## config.mk

```make
export PLATFORM = sky130hd
export DESIGN_NAME = fetch_mem_if
export DESIGN_NICKNAME = d
export VERILOG_FILES = /design/src/rtl/fetch_mem_if.sv
export SDC_FILE = /design/constraint.sdc
export NUM_CORES = 1
export LEC_CHECK = 0
export CAP_MARGIN = 5
export CORE_MARGIN = 4
export CORE_UTILIZATION = 30
export DETAILED_ROUTE_END_ITERATION = 8
export GPL_TIMING_DRIVEN = 0
export PLACE_DENSITY = 0.56
export SETUP_SLACK_MARGIN = 0.05
export SLEW_MARGIN = 25
export SYNTH_ARGS = -nofsm -noshare
export SYNTH_HDL_FRONTEND = slang
export SYNTH_SLANG_ARGS = --single-unit
```

## constraint.sdc

```tcl
create_clock -name clk -period 2.79 [get_ports clk]
set_input_delay 0.279 -clock clk [delete_from_list [all_inputs] [get_ports clk]]
set_output_delay 0.279 -clock clk [all_outputs]
set_load 0.1 [all_outputs]
```

## src/rtl/fetch_mem_if.sv

```systemverilog
// Fetch front end: owns the PC and issues one instruction read at a time.
// Fetched {pc, inst} pairs go downstream through a valid/ready handshake.
module fetch_mem_if #(
    parameter int unsigned      DATA_LEN = 32,
    parameter logic [DATA_LEN-1:0] RST_PC = 32'h80000000
) (
    input  logic                clk,
    input  logic                rst,
    input  logic                jump_flag,
    input  logic [DATA_LEN-1:0] jump_pc,
    output logic                mem_req_valid,
    input  logic                mem_req_ready,
    output logic [DATA_LEN-1:0] mem_req_addr,
    input  logic                mem_rsp_valid,
    input  logic [DATA_LEN-1:0] mem_rsp_data,
    output logic                out_valid,
    input  logic                out_ready,
    output logic [DATA_LEN-1:0] out_pc,
    output logic [DATA_LEN-1:0] out_inst
);

    typedef enum logic [2:0] {
        IDLE = 3'd0,
        REQ  = 3'd1,
        WAIT = 3'd2,
        HOLD = 3'd3,
        DROP = 3'd4
    } state_t;

    state_t              state, state_next;
    logic [DATA_LEN-1:0] pc, pc_next;
    logic [DATA_LEN-1:0] inst, inst_next;

    always_ff @(posedge clk or posedge rst) begin
        if (rst) begin
            state <= IDLE;
            pc    <= RST_PC;
            inst  <= '0;
        end else begin
            state <= state_next;
            pc    <= pc_next;
            inst  <= inst_next;
        end
    end

    // A jump always wins the PC update; DROP absorbs the one response that
    // is still in flight for an abandoned address.
    always_comb begin
        state_next = state;
        pc_next    = pc;
        inst_next  = inst;

        unique case (state)
            IDLE: begin
                state_next = REQ;
                if (jump_flag) pc_next = jump_pc;
            end

            REQ: begin
                if (jump_flag) begin
                    pc_next = jump_pc;
                    if (mem_req_ready) state_next = DROP;
                end else if (mem_req_ready) begin
                    state_next = WAIT;
                end
            end

            WAIT: begin
                if (jump_flag) begin
                    pc_next    = jump_pc;
                    state_next = mem_rsp_valid ? REQ : DROP;
                end else if (mem_rsp_valid) begin
                    inst_next  = mem_rsp_data;
                    state_next = HOLD;
                end
            end

            DROP: begin
                if (jump_flag)     pc_next    = jump_pc;
                if (mem_rsp_valid) state_next = REQ;
            end

            HOLD: begin
                if (jump_flag) begin
                    pc_next    = jump_pc;
                    state_next = REQ;
                end else if (out_ready) begin
                    pc_next    = pc + DATA_LEN'(4);
                    state_next = REQ;
                end
            end

            default: begin
                state_next = IDLE;
            end
        endcase
    end

    assign mem_req_valid = (state == REQ);
    assign out_valid     = (state == HOLD);
    assign mem_req_addr  = pc;
    assign out_pc        = pc;
    assign out_inst      = inst;

endmodule

```

==> flow_metrics.py <==
metrics = {
    "grt": {
        "first_global_vias": 4072,
        "grt_util_all_layers": 0.183,
        "grtUsageMet1": 0.222,
        "busiest_layer": "met2",
        "antenna_found_initial": 0,
        "overflow": 0,
        "grt_use_met3": 0.0788,
        "met2_usage": 0.284,
        "grt_start_max_net_pins": 41,
        "grt_first_pass_wirelength_um": 21200,
    },
    "sta": {
        "period_share": 0.875,
        "fmax_mhz": 410,
        "slew_violations": 0,
        "max_slew.worst_pin.slew_ns": 1.03,
        "period_needed_ns": 2.44,
        "hold_viol_final": 0,
        "skew_ns": 0.00654,
        "relSlewSlack": 0.312,
        "rsz0062_at_grt": "false",
        "setup_viol_count_final": 0,
    },
    "route": {
        "viasPerCell": 5.14,
        "wl_um": 13700,
        "post_drt_wl_per_cell_um": 18.2,
        "initialDrtViolationCount": 268,
        "drtPass1Iterations": 5,
        "drc": 0,
        "via_count": 3863,
        "antenna_left": 0,
    },
    "hold_path": {
        "hp-class": "input pin to async pin",
    },
    "synth": {
        "netlist_area_um2": 3950,
        "synth_top_area_share": 0.418,
        "seq_area_frac_synth": 0.425,
        "synth_ff_type": "dfrtp_1",
        "async_reset_ff_frac": 1.00,
        "yosysWarnings": 0,
        "synthTopCellsByArea": "dfrtp_1 42%, mux2_2 9.7%, buf_4 6.3%",
        "syn-instance-count": 396,
        "yosys.cell_types.count": 59,
        "ys_seq_elements": 67,
        "synth_area_per_cell_um2": 9.98,
        "yosysTopAreaCell": "dfrtp_1",
        "synth_edf_count": 0,
        "syn_nets": 467,
    },
    "floorplanning": {
        "die_x_um": 123,
        "die-area_um2": 15100,
        "die_h_um": 123,
        "start_util": 0.309,
        "fp-row-count": 41,
        "io_pins": 168,
        "core_area_um2": 12800,
    },
    "cells_and_area": {
        "drive_gt1_frac": 0.191,
        "mostFrequentLayoutCell": "clkdlybuf4s50_1",
        "final_util": 0.487,
        "syn2layout_area_growth_pct": 57.4,
        "final_cell_mix": "165 x clkdlybuf4s50_1, 64 x dfrtp_1, 35 x nand2_1, 34 x mux2_2, 33 x buf_4",
        "diodes": 0,
        "layout.nets": 646,
    },
    "cts": {
        "cts_tree": "yes",
        "root_buffer": "clkbuf_16",
        "clock-sinks": 67,
        "clock_latency_ns": 0.33,
        "clkTransAtPathRegs_ns": 0.06,
        "cts_max_level": 3,
        "clock_path_buffers": 2,
        "cts_buffers": 9,
        "hold_buffers": 0,
    },
    "flow_run": {
        "maxCapViolCount": 0,
    },
    "setup_path": {
        "cp_max_fo": 9,
        "cp_slowest_stage_delay_ns": 1.13,
        "crit_type": "flip-flop to output port",
        "cp_num_buf_inv": 2,
        "cp-start-kind": "flip-flop",
        "arrival_ns": 2.16,
        "crit_slowest_cell": "clkdlybuf4s50_1",
        "path_cells": "buf_4 -> clkdlybuf4s50_1",
        "worstPathRequired_ns": 2.51,
        "critical_path.top_delay_family": "buffers and inverters",
        "end_kind": "output port",
    },
    "outcome": {
        "status": "complete, no violations",
    },
    "place": {
        "dp_hpwl_um": 10100,
        "port_buffers": 167,
        "gp_congestion": 0.795,
    },
}
cells by family (layout without fill, tap and decap cells):
family | count (synthesis) | in the layout | synth area share
AND/OR/NAND/NOR | 145 | 145 | 0.213
AO/OA/AOI/OAI | 81 | 81 | 0.142
flip-flops | 67 | 67 | 0.425
buffers and inverters | 60 | 244 | 0.0994
multiplexers | 42 | 42 | 0.117
adder cells (fa/ha/maj) | 1 | 1 | 0.00317
per-layer routing:
metal,wire length [um],vias to the layer above
li1,-,1809
met1,5570,1805
met2,6000,224
met3,1820,25
met4,291,0
met5,0,-
through the flow:
| step | TNS, ns | cell area (um^2) | instances | hold WS (ns) | worst slack [ns] |
|---|---|---|---|---|---|
| 4_1_cts | 0 | 6220 | 752 | 0.306 | 0.0706 |
| 2_1_floorplan | 0 | 3960 | 396 | 0.350 | 0.232 |
| 5_1_grt | 0 | 6220 | 752 | 0.330 | 0.197 |
| 6_report | 0 | 6220 | 752 | 0.300 | 0.348 |
| 3_5_place_dp | 0 | 5880 | 736 | 0.493 | 0.255 |
| 3_3_place_gp | -36.24 | 5850 | 735 | 0.488 | -0.776 |
cell usage after synthesis, types with 3 or more instances:
cell type and n:
dfrtp_1 66, nand2_1 35, mux2_2 34, buf_4 33
nor2_1 21, a21oi_1 19, nand4_1 17, clkbuf_1 12
nand3_1 12, o21ai_0 12, mux2i_1 8, nor3_1 8
a211oi_1 7, and2_1 7, o211ai_1 7, and4_1 6
and3_1 5, buf_2 5, nand2b_1 5, nor4_2 5
a311oi_1 4, a31oi_1 4, nand3b_1 4, o22a_1 4
a22oi_1 3, buf_1 3, clkbuf_8 3, inv_1 3
nand3_2 3, nor3b_1 3
area by class of cell:
class,count,area (um^2)
fillers,1173,6560
multi-input cells,269,1890
repair buffers,168,1700
flip-flops and latches,67,1680
plain buffers,57,382
clock buffers,9,225
well taps,172,215
clock inverters,7,116
inverters,3,13.8
state kept, by name (all words and copies together) (netlist names):
signal        cells
mem_req_addr     32
out_inst         32
state             3
worst paths after layout:
| kind | from | end | slack [ns] | depth (start not counted) |
|---|---|---|---|---|
| worst max-delay path | mem_req_addr[6] | out_pc[6] | 0.35 | 2 |
| worst min-delay path | rst | out_inst[16] | 0.30 | 2 |
| worst max register to register | mem_req_addr[4] | mem_req_addr[29] | 0.50 | 4 |
| worst min register to register | out_inst[22] | out_inst[22] | 0.50 | 1 |
| max in group asynchronous | rst | mem_req_addr[31] | 1.90 | 3 |
| min in group clk | out_inst[22] | out_inst[22] | 0.50 | 1 |
timing repair:
action	4_1_cts	5_1_grt
setup buffers	0	0
setup endpoints to repair	1	1
gates resized for setup	1	1
Power is left out: the tool's default activity adds up to more than one toggle a clock period on the data nets, which glitch-free logic cannot reach.
